[src/rtl/sprite_engine.sv]
// sprite_engine: multi-channel sprite compositor for a raster video pipe.
// Each pixel is tested against NUM_SPR sprite rectangles; the lowest-index hit
// selects a ROM address, the ROM's colour index is looked up in a two-bank
// palette, and the resulting colour appears a fixed three clock edges later.
//
// Ports:
//   Clk, Reset_n            clock, asynchronous active-low reset
//   pix_valid, DrawX/DrawY  current raster pixel and its valid strobe
//   frame_start             one-cycle pulse per video frame (animation timing)
//   StartX/StartY           packed per-sprite top-left corners (10 bits each)
//   spr_en/alt_color/anim_en per-sprite enable, palette bank, animation enable
//   pal_we/pal_addr/pal_data palette write port ({bank, index} addressing)
//   rom_addr / rom_data     external sprite ROM, data one cycle after address
//   Red/Green/Blue, show    composited pixel colour and visibility
//   hit_id                  winning sprite channel (0 when not shown)
module sprite_engine #(
    parameter int unsigned NUM_SPR    = 4,
    parameter int unsigned SPR_W      = 108,
    parameter int unsigned SPR_H      = 108,
    parameter int unsigned FRAMES     = 4,
    parameter int unsigned IDX_W      = 3,
    parameter int unsigned TRANSP_IDX = 7,
    parameter int unsigned ANIM_DIV   = 15,
    parameter int unsigned ADDR_W     = $clog2(FRAMES * SPR_W * SPR_H)
) (
    input  logic                       Clk,
    input  logic                       Reset_n,
    input  logic                       pix_valid,
    input  logic                       frame_start,
    input  logic [9:0]                 DrawX,
    input  logic [9:0]                 DrawY,
    input  logic [NUM_SPR*10-1:0]      StartX,
    input  logic [NUM_SPR*10-1:0]      StartY,
    input  logic [NUM_SPR-1:0]         spr_en,
    input  logic [NUM_SPR-1:0]         alt_color,
    input  logic [NUM_SPR-1:0]         anim_en,
    input  logic                       pal_we,
    input  logic [IDX_W:0]             pal_addr,
    input  logic [11:0]                pal_data,
    output logic [ADDR_W-1:0]          rom_addr,
    input  logic [IDX_W-1:0]           rom_data,
    output logic [3:0]                 Red,
    output logic [3:0]                 Green,
    output logic [3:0]                 Blue,
    output logic                       show,
    output logic [$clog2(NUM_SPR)-1:0] hit_id
);

    localparam int unsigned ID_W     = $clog2(NUM_SPR);
    localparam int unsigned FRM_W    = (FRAMES > 1) ? $clog2(FRAMES) : 1;
    localparam int unsigned TICK_W   = (ANIM_DIV > 1) ? $clog2(ANIM_DIV) : 1;
    localparam int unsigned PAL_N    = 2 ** (IDX_W + 1);
    localparam int unsigned FRAME_SZ = SPR_W * SPR_H;

    // ------------------------------------------------------------------
    // Registers
    // ------------------------------------------------------------------
    logic [ADDR_W-1:0] rom_addr_q, rom_addr_d;
    logic [TICK_W-1:0] tick_q, tick_d;
    logic [FRM_W-1:0]  frame_q, frame_d;

    logic              s1_valid_q, s1_hit_q, s1_alt_q;
    logic [ID_W-1:0]   s1_id_q;
    logic              s2_valid_q, s2_hit_q, s2_alt_q;
    logic [ID_W-1:0]   s2_id_q;

    logic              show_q, show_d;
    logic [11:0]       rgb_q, rgb_d;
    logic [ID_W-1:0]   hit_id_q, hit_id_d;

    logic [11:0]       pal_q [PAL_N];

    // ------------------------------------------------------------------
    // Per-channel rectangle test; 11-bit sums so StartX+SPR_W-1 never wraps
    // ------------------------------------------------------------------
    logic [NUM_SPR-1:0] hit_vec;
    logic [10:0]        sx11, sy11;
    logic [10:0]        px11, py11;

    always_comb begin
        hit_vec = '0;
        sx11    = '0;
        sy11    = '0;
        px11    = {1'b0, DrawX};
        py11    = {1'b0, DrawY};
        for (int i = 0; i < int'(NUM_SPR); i++) begin
            sx11       = {1'b0, StartX[10*i +: 10]};
            sy11       = {1'b0, StartY[10*i +: 10]};
            hit_vec[i] = spr_en[i]
                       && (px11 >= sx11) && (px11 <= sx11 + 11'(SPR_W - 1))
                       && (py11 >= sy11) && (py11 <= sy11 + 11'(SPR_H - 1));
        end
    end

    // ------------------------------------------------------------------
    // Fixed priority: scanning downwards leaves the lowest hitting index
    // ------------------------------------------------------------------
    logic            win_hit, win_alt, win_anim;
    logic [ID_W-1:0] win_id;
    logic [9:0]      win_sx, win_sy;

    always_comb begin
        win_hit  = 1'b0;
        win_alt  = 1'b0;
        win_anim = 1'b0;
        win_id   = '0;
        win_sx   = '0;
        win_sy   = '0;
        for (int i = int'(NUM_SPR) - 1; i >= 0; i--) begin
            if (hit_vec[i]) begin
                win_hit  = 1'b1;
                win_alt  = alt_color[i];
                win_anim = anim_en[i];
                win_id   = ID_W'(i);
                win_sx   = StartX[10*i +: 10];
                win_sy   = StartY[10*i +: 10];
            end
        end
    end

    // ------------------------------------------------------------------
    // ROM address: frame base + row-major offset inside the sprite.
    // The address only moves for a valid hitting pixel.
    // ------------------------------------------------------------------
    logic [9:0]       off_x, off_y;
    logic [FRM_W-1:0] frame_sel;

    always_comb begin
        off_x      = DrawX - win_sx;
        off_y      = DrawY - win_sy;
        frame_sel  = win_anim ? frame_q : '0;
        rom_addr_d = rom_addr_q;
        if (pix_valid && win_hit) begin
            rom_addr_d = ADDR_W'(frame_sel) * ADDR_W'(FRAME_SZ)
                       + ADDR_W'(SPR_W) * ADDR_W'(off_y)
                       + ADDR_W'(off_x);
        end
    end

    // ------------------------------------------------------------------
    // Animation: ANIM_DIV frame_start pulses per step, FRAMES steps per loop
    // ------------------------------------------------------------------
    always_comb begin
        tick_d  = tick_q;
        frame_d = frame_q;
        if (frame_start) begin
            if (tick_q == TICK_W'(ANIM_DIV - 1)) begin
                tick_d  = '0;
                frame_d = (frame_q == FRM_W'(FRAMES - 1)) ? '0 : frame_q + FRM_W'(1);
            end else begin
                tick_d  = tick_q + TICK_W'(1);
            end
        end
    end

    // ------------------------------------------------------------------
    // Output stage: rom_data now belongs to the stage-2 pixel.
    // A transparent winner blanks the pixel; no fall-through.
    // ------------------------------------------------------------------
    logic [11:0] pal_rd;
    logic        vis;

    always_comb begin
        pal_rd   = pal_q[{s2_alt_q, rom_data}];
        vis      = s2_valid_q && s2_hit_q && (rom_data != IDX_W'(TRANSP_IDX));
        show_d   = vis;
        rgb_d    = vis ? pal_rd : 12'h000;
        hit_id_d = vis ? s2_id_q : '0;
    end

    // Address and animation state
    always_ff @(posedge Clk or negedge Reset_n) begin
        if (!Reset_n) begin
            rom_addr_q <= '0;
            tick_q     <= '0;
            frame_q    <= '0;
        end else begin
            rom_addr_q <= rom_addr_d;
            tick_q     <= tick_d;
            frame_q    <= frame_d;
        end
    end

    // Pixel metadata travelling beside the ROM access
    always_ff @(posedge Clk or negedge Reset_n) begin
        if (!Reset_n) begin
            s1_valid_q <= 1'b0;
            s1_hit_q   <= 1'b0;
            s1_alt_q   <= 1'b0;
            s1_id_q    <= '0;
            s2_valid_q <= 1'b0;
            s2_hit_q   <= 1'b0;
            s2_alt_q   <= 1'b0;
            s2_id_q    <= '0;
        end else begin
            s1_valid_q <= pix_valid;
            s1_hit_q   <= win_hit;
            s1_alt_q   <= win_alt;
            s1_id_q    <= win_id;
            s2_valid_q <= s1_valid_q;
            s2_hit_q   <= s1_hit_q;
            s2_alt_q   <= s1_alt_q;
            s2_id_q    <= s1_id_q;
        end
    end

    // Registered pixel outputs
    always_ff @(posedge Clk or negedge Reset_n) begin
        if (!Reset_n) begin
            show_q   <= 1'b0;
            rgb_q    <= 12'h000;
            hit_id_q <= '0;
        end else begin
            show_q   <= show_d;
            rgb_q    <= rgb_d;
            hit_id_q <= hit_id_d;
        end
    end

    // Palette: write lands on the edge, so a same-edge read sees the old entry
    always_ff @(posedge Clk or negedge Reset_n) begin
        if (!Reset_n) begin
            for (int k = 0; k < int'(PAL_N); k++) begin
                pal_q[k] <= 12'h000;
            end
        end else if (pal_we) begin
            pal_q[pal_addr] <= pal_data;
        end
    end

    assign rom_addr = rom_addr_q;
    assign Red      = rgb_q[11:8];
    assign Green    = rgb_q[7:4];
    assign Blue     = rgb_q[3:0];
    assign show     = show_q;
    assign hit_id   = hit_id_q;

endmodule
[config.mk]
export PLATFORM = sky130hd
export DESIGN_NAME = sprite_engine
export DESIGN_NICKNAME = d
export VERILOG_FILES = /design/src/rtl/sprite_engine.sv
export SDC_FILE = /design/constraint.sdc
export NUM_CORES = 1
export LEC_CHECK = 0
export CAP_MARGIN = 5
export CELL_PAD_IN_SITES_DETAIL_PLACEMENT = 0
export CELL_PAD_IN_SITES_GLOBAL_PLACEMENT = 1
export CORE_MARGIN = 10
export CORE_UTILIZATION = 47
export CTS_BUF_LIST = sky130_fd_sc_hd__clkbuf_16
export CTS_CLUSTER_SIZE = 14
export DETAILED_ROUTE_END_ITERATION = 12
export GPL_ROUTABILITY_DRIVEN = 0
export PLACE_DENSITY = 0.89
export SLEW_MARGIN = 20
export SYNTH_ARGS = -nofsm -noshare
export SYNTH_HDL_FRONTEND = slang
export SYNTH_SLANG_ARGS = --single-unit
[constraint.sdc]
create_clock -name Clk -period 5.5 [get_ports Clk]
set_input_delay 1.1 -clock Clk [delete_from_list [all_inputs] [get_ports Clk]]
set_output_delay 1.1 -clock Clk [all_outputs]
set_load 0.01 [all_outputs]
---- Word level (Yosys, flattened, before mapping) ----
Cells that the tools add are included.
operators by class
  bitwise gates (word level) .............. 2
  multiplexer cells ....................... 35
  eq/ne operators ......................... 3
  multiply operators ...................... 2
  reduce and logical (&&, ||, !) cells .... 21
  magnitude comparators ................... 19
  add/sub/neg operators ................... 14
operators with widths
  cell                     count
  $bwmux W192              1
  $add A10 B7 Y11 const B  8
  $le A10 B11 Y1           8
  $ge A10 B10 Y1           8
  $mux W10                 8
  $bmux W12 S4             1
  $demux W12 S4            1
  $mux W12                 4
  $logic_and A1 B1 Y1      20
  $sub A10 B10 Y10         2
  $add A16 B10 Y16         1
  $add A16 B16 Y16         1
  $mul A5 B10 Y14 const A  1
  $mux W2                  7
  $mul A2 B10 Y12 const B  1
  $mux W1                  12
  $ge A5 B5 Y1 const B     2
  $not A4 Y5               2
  $lt A5 B1 Y1 const B     1
  $add A4 B1 Y4 const B    1
  $eq A4 B4 Y1 const B     1
  $mux W4                  1
  $ne A3 B3 Y1 const B     1
  $add A2 B1 Y2 const B    1
  2 further kinds          2
word-level totals
  output and inout bits ................... 31
  bits in registers ....................... 239
  word-level logic and storage cells ...... 126

---- Depth between registers and ports, before layout ----
  depth in word-level cells ............... 13
  mapped depth ............................ 45
  depth with buffers taken out ............ 43

---- Worst setup path after synthesis ----
No wires, ideal clock.
  path kind ............................... input to register
  start ................................... input port StartX[20]
  end ..................................... register rom_addr_q[15], in the netlist rom_addr[15]
  path buffers ............................ 2
  path slack .............................. -3.890 ns
  cell stages on the path ................. 38
  arrival time ............................ 9.265 ns
  cell sequence ........................... inv_1 -> ha_1 -> nor2b_4 -> or3_1 -> nand2_1 -> ha_1 -> a21o_1 -> a21o_1 -> a2111oi_0 -> o41ai_1 -> and4b_1 -> buf_2 -> nor3_1 -> clkbuf_1 -> a221oi_1 -> a211oi_1 -> ha_1 -> fa_1 -> [... 2 more ...] -> fa_1 -> inv_1 -> fa_1 -> inv_1 -> ha_1 -> a21oi_1 -> xnor2_1 -> fa_1 -> inv_1 -> ha_1 -> o21a_1 -> a2111oi_2 -> nor3_1 -> a311o_1 -> a21o_1 -> a21oi_2 -> xnor3_1 -> mux2_2
on the way
  longest elaborated chain between the ends .. 12
  elaborated cells between the ends (all ways) .. 27
  those cells by class .................... 5 x add/sub; 2 x mul; 2 x order compare; 13 x mux; 5 x reduce/logical
RTL lines
  item                                                   RTL line  source
  start, declared                                        32        input logic [NUM_SPR*10-1:0] StartX,
  $add A10 B7 Y11 or $ge A10 B10 Y1 (tied branches)      90        && (px11 >= sx11) && (px11 <= sx11 + 11'(SPR_W - 1))
  $le A10 B11 Y1 or $logic_and A1 B1 Y1 (tied branches)  90
  $logic_and A1 B1 Y1                                    90
  $logic_and A1 B1 Y1 (2 in series)                      91        && (py11 >= sy11) && (py11 <= sy11 + 11'(SPR_H - 1));
  $mux W10 or $mux W1 (tied branches) (3 in series)      110       if (hit_vec[i]) begin
  $sub A10 B10 Y10 or $mux W2 (tied branches)            130, 131
  $mul A5 B10 Y14 or $mul A2 B10 Y12 (tied branches)     135, 134
  $add A16 B16 Y16                                       135       + ADDR_W'(SPR_W) * ADDR_W'(off_y)
  $add A16 B10 Y16                                       136       + ADDR_W'(off_x);
  end signal, assigned                                   178       rom_addr_q <= rom_addr_d;
  end, declared                                          58        logic [ADDR_W-1:0] rom_addr_q, rom_addr_d;
Parallel ways exist; a longest one is shown, timed or not.
A chain may end at the register's enable or synchronous reset.

---- Worst setup path after layout ----
  start ................................... input port StartX[21]
  end ..................................... register rom_addr_q[15], in the netlist rom_addr[15]
The elaborated chain is that of the path after synthesis.

==> flow_metrics.tcl <==
set metrics [dict create \
    outcome "complete, but fails checks" \
    violated_checks "setup timing" \
    cell_with_the_most_instances_after_synthesis "sky130_fd_sc_hd__ha_1" \
    dpl_cell_area_sq_um 23300 \
    post_drt_wl_per_cell_microns 20.4 \
    totalPowerFinal_mw 15.6 \
    post_synth.cell_area_avg_sq_um 11.0 \
    worst-endpoint-arrival_ns 9.29 \
    final_cell_count_no_fill 2731 \
    synth_nets 2050 \
    drive_above_1_share 0.432 \
    hold_depth 0 \
    route.detailed.drc 0 \
    yosys_most_used_dff "sky130_fd_sc_hd__dfrtp_1" \
    count_of_clock_tree_sinks 239 \
    grt_pass1_wl_mm 87.8 \
    worstReg2RegStart "frame_q[0]$_DFFE_PN0P_" \
    timing.reg2reg.setup_slack_ns 1.43 \
    detail_route.iter0.violations 1006 \
    p_per_area_nw_per_um2 605 \
    initial_cell_density_of_the_core 0.473 \
    filler_cell_count 2764 \
    final_nets 2590 \
    synth_cell_count_leaders "sky130_fd_sc_hd__ha_1 (241), sky130_fd_sc_hd__dfrtp_1 (239), sky130_fd_sc_hd__mux2_2 (204), sky130_fd_sc_hd__inv_1 (145), sky130_fd_sc_hd__a21oi_1 (81)" \
    route.layer.met1.wl_mm 22.0 \
    routed_via_density 5.63 \
    ys.warnings.count 0 \
    fin_area_sq_um 25800 \
    hp-class "flip-flop to flip-flop" \
    wl_met3_mm 2.28 \
    fin_worst_hold_slack_ns 0.347 \
    placementRows 72 \
    drt-pass1-iter-count 6 \
    power_leakage_nw 12.0 \
    placed_cells_incl_taps 2624 \
    synth.area.top_cells "sky130_fd_sc_hd__dfrtp_1 (33%), sky130_fd_sc_hd__ha_1 (17%), sky130_fd_sc_hd__mux2_2 (13%)" \
    dp_hpwl_mm 40.2 \
    min_period_over_period 1.62 \
    post_layout_util 0.671 \
    worstHoldStart "s1_hit_q$_DFF_PN0_" \
    slew_viol_final 0 \
    timing.critical_path.buf_inv 8 \
    endpoints_failing_setup 13 \
    clock_insertion_delay_worst_skew_ns 0.51 \
    cts_tree "built" \
    clk_path_buf_depth 3 \
    synth_largest_area_cell "sky130_fd_sc_hd__dfrtp_1" \
    synth_seq_cells 239 \
    finalHoldViolations 0 \
    drt-total-wl_mm 55.8 \
    die_h_microns 217 \
    grt_setup_unrepaired "true" \
    floorplan.core_area_sq_um 38500 \
    cts_root_buffer "sky130_fd_sc_hd__clkbuf_16" \
    vias 15400 \
    critical_path_required_time_ns 5.90 \
    worstMarginPinSlew_ns 1.03 \
    clk_transition_reported_paths_ns 0.06 \
    r2r_cell_count 15 \
    grt_overflow 0 \
    ctsHtreeMaxLevel 1 \
    antenna_violating_nets_post_route 0 \
    finalCriticalPeriod_ns 8.89 \
    async_flop_share 1.00 \
    min_delay_worst_endpoint "s2_hit_q$_DFF_PN0_" \
    cells_after_synthesis 1654 \
    synth-edff-count 0 \
    grt_start_max_net_pins 136 \
    critical_path.reg2reg.endpoint "rom_addr[15]$_DFFE_PN0P_" \
    maxCapViolCount 0 \
    port-buffer-count 166 \
    max-slew-margin-rel 0.316 \
    critical_path_s_slowest_cell "sky130_fd_sc_hd__fa_1" \
    cp_top_family "adder cells" \
    yosysSeqAreaShare 0.328 \
    post_synth_instance_area_sq_um 18200 \
    critPathCaptureType "flip-flop" \
    synthDistinctLibCells 68 \
    fmax_ghz 0.112 \
    numCtsBuffers 24 \
    synth_largest_type_area_fraction 0.328 \
    uppermost_metal_layer_occupied_by_signal_nets "met4" \
    routed-wl-met2_mm 29.1 \
    grt_antenna_before_repair 2 \
    number_of_global_route_vias_before_repair 16900 \
    critical-path-max-stage-delay_ns 0.55 \
    io-pin-count 167 \
    critPathMostFrequentCell "sky130_fd_sc_hd__ha_4" \
    die_footprint_sq_um 47000 \
    postLayoutSetupSlackWorst_ns -3.39 \
    crit_fanout 5 \
    synthToLayoutAreaGrowth_pct 41.8 \
    start_kind "input port" \
    groute.usage.overall 0.229 \
    kind_of_critical_path "input port to flip-flop" \
    ir_worst_vdd_mv 1.01 \
    skew_ns 0.00989 \
    fp.dieW_microns 217 \
]
-- worst register-to-register path, stage by stage, from the launching register on --
cell and delay, ns:
sky130_fd_sc_hd__dfrtp_1 0.42, sky130_fd_sc_hd__inv_1 0.07, sky130_fd_sc_hd__nor2_1 0.17, sky130_fd_sc_hd__a32oi_1 0.15, sky130_fd_sc_hd__fa_1 0.59, sky130_fd_sc_hd__inv_2 0.05
sky130_fd_sc_hd__fa_1 0.43, sky130_fd_sc_hd__a21o_1 0.20, sky130_fd_sc_hd__a211o_1 0.34, sky130_fd_sc_hd__a2111oi_4 0.38, sky130_fd_sc_hd__nor3_2 0.09, sky130_fd_sc_hd__a311o_1 0.29
sky130_fd_sc_hd__a21o_1 0.17, sky130_fd_sc_hd__a21oi_2 0.13, sky130_fd_sc_hd__xnor3_1 0.22, sky130_fd_sc_hd__mux2_4 0.27
-- cells by family (layout without fill, tap and decap cells) --
| logic type | count (synthesis) | count (layout) | synth area share |
|---|---|---|---|
| xor gates and xnor gates | 96 | 96 | 0.0469 |
| and+or+nand+nor | 281 | 281 | 0.0789 |
| other | 0 | 2 | 0 |
| muxes | 268 | 268 | 0.203 |
| DFF | 239 | 239 | 0.328 |
| adders and majority gates | 260 | 260 | 0.187 |
| AOI/OAI and AO/OA | 306 | 306 | 0.113 |
| buffers and inverters | 204 | 761 | 0.0432 |
-- worst max-delay path by stage --
stage | from | to | slack [ns] | cells after the start
floorplan | StartX[21] | rom_addr[15]$_DFFE_PN0P_ | -3.25 | 41
global placement | StartX[21] | rom_addr[15]$_DFFE_PN0P_ | -4.11 | 40
detailed placement | StartX[21] | rom_addr[15]$_DFFE_PN0P_ | -4.38 | 41
CTS | StartX[20] | rom_addr[15]$_DFFE_PN0P_ | -3.23 | 42
global route | StartX[21] | rom_addr[15]$_DFFE_PN0P_ | -3.64 | 45
finish | StartX[21] | rom_addr[15]$_DFFE_PN0P_ | -3.39 | 45
-- layout make-up --
type | count | area (sq um) | share of cell area
antenna | 2 | 5.00 | 0.000194
clock buffer | 24 | 601 | 0.0233
clock inverter | 19 | 174 | 0.00674
inverter | 145 | 554 | 0.0215
multi-input combinational | 1211 | 13000 | 0.503
sequential | 239 | 5980 | 0.232
tap | 518 | 648 | 0.0251
timing repair buffer | 573 | 4870 | 0.189
-- where the power goes --
group / internal (mW) / switching [mW]
clock: 0.936 / 0.669
combinational: 6.47 / 5.07
sequential: 2.18 / 0.289
-- metrics by stage --
step | worst slack [ns] | TNS, ns
finish | -3.39 | -28.47
global route | -3.64 | -31.52
CTS | -3.23 | -27.13
detailed placement | -4.38 | -42.96
global placement | -4.11 | -40.18
floorplan | -3.25 | -26.34
-- registers in the layout, indices dropped and copies added, names as in the netlist --
register	flops
s2_hit_q	1
show	1
frame_q	2
s2_id_q	2
s1_id_q	2
rgb_q	12
rom_addr	16
s1_alt_q	1
pal_q	192
s1_hit_q	1
s2_alt_q	1
tick_q	4
hit_id	2
s1_valid_q	1
s2_valid_q	1
-- metal layers --
metal | vias up | global-route usage
met5 | - | 0
met4 | 0 | 0.104
met3 | 140 | 0.0240
met2 | 420 | 0.421
met1 | 7686 | 0.263
li1 | 7137 | -
-- layout by cell type (no fill, tap or decap), drive strengths merged, types with 9 or more instances in the layout --
cell type      netlist  final
o21a                22     22
nor3                41     41
a211o               18     18
nor2b               30     30
a21o                30     30
dfrtp              239    239
mux2               205    205
buf                 14    416
clkinv               0     11
clkdlybuf4s50        0    127
xnor2               69     69
fa                  19     19
nand3               35     35
nand4               13     13
a21oi               82     82
inv                145    148
dlygate4sd2          0     15
nor2                54     54
a211oi              11     11
mux4                60     60
ha                 241    241
xor2                26     26
o211ai              10     10
a221oi              19     19
or3                  9      9
o21ai               59     59
nand2               56     56
a2111oi              9      9
clkbuf              45     25
nand2b              12     12
-- what timing repair did --
item / CTS / global route
gates resized for setup: 225 / 112
pin swaps: 135 / 111
setup buffers: 51 / 20
endpoints found under the setup margin: 14 / 14
hold buffers: 0 / 0
gates cloned: 0 / 0
Power figures use the tool's default switching activity.
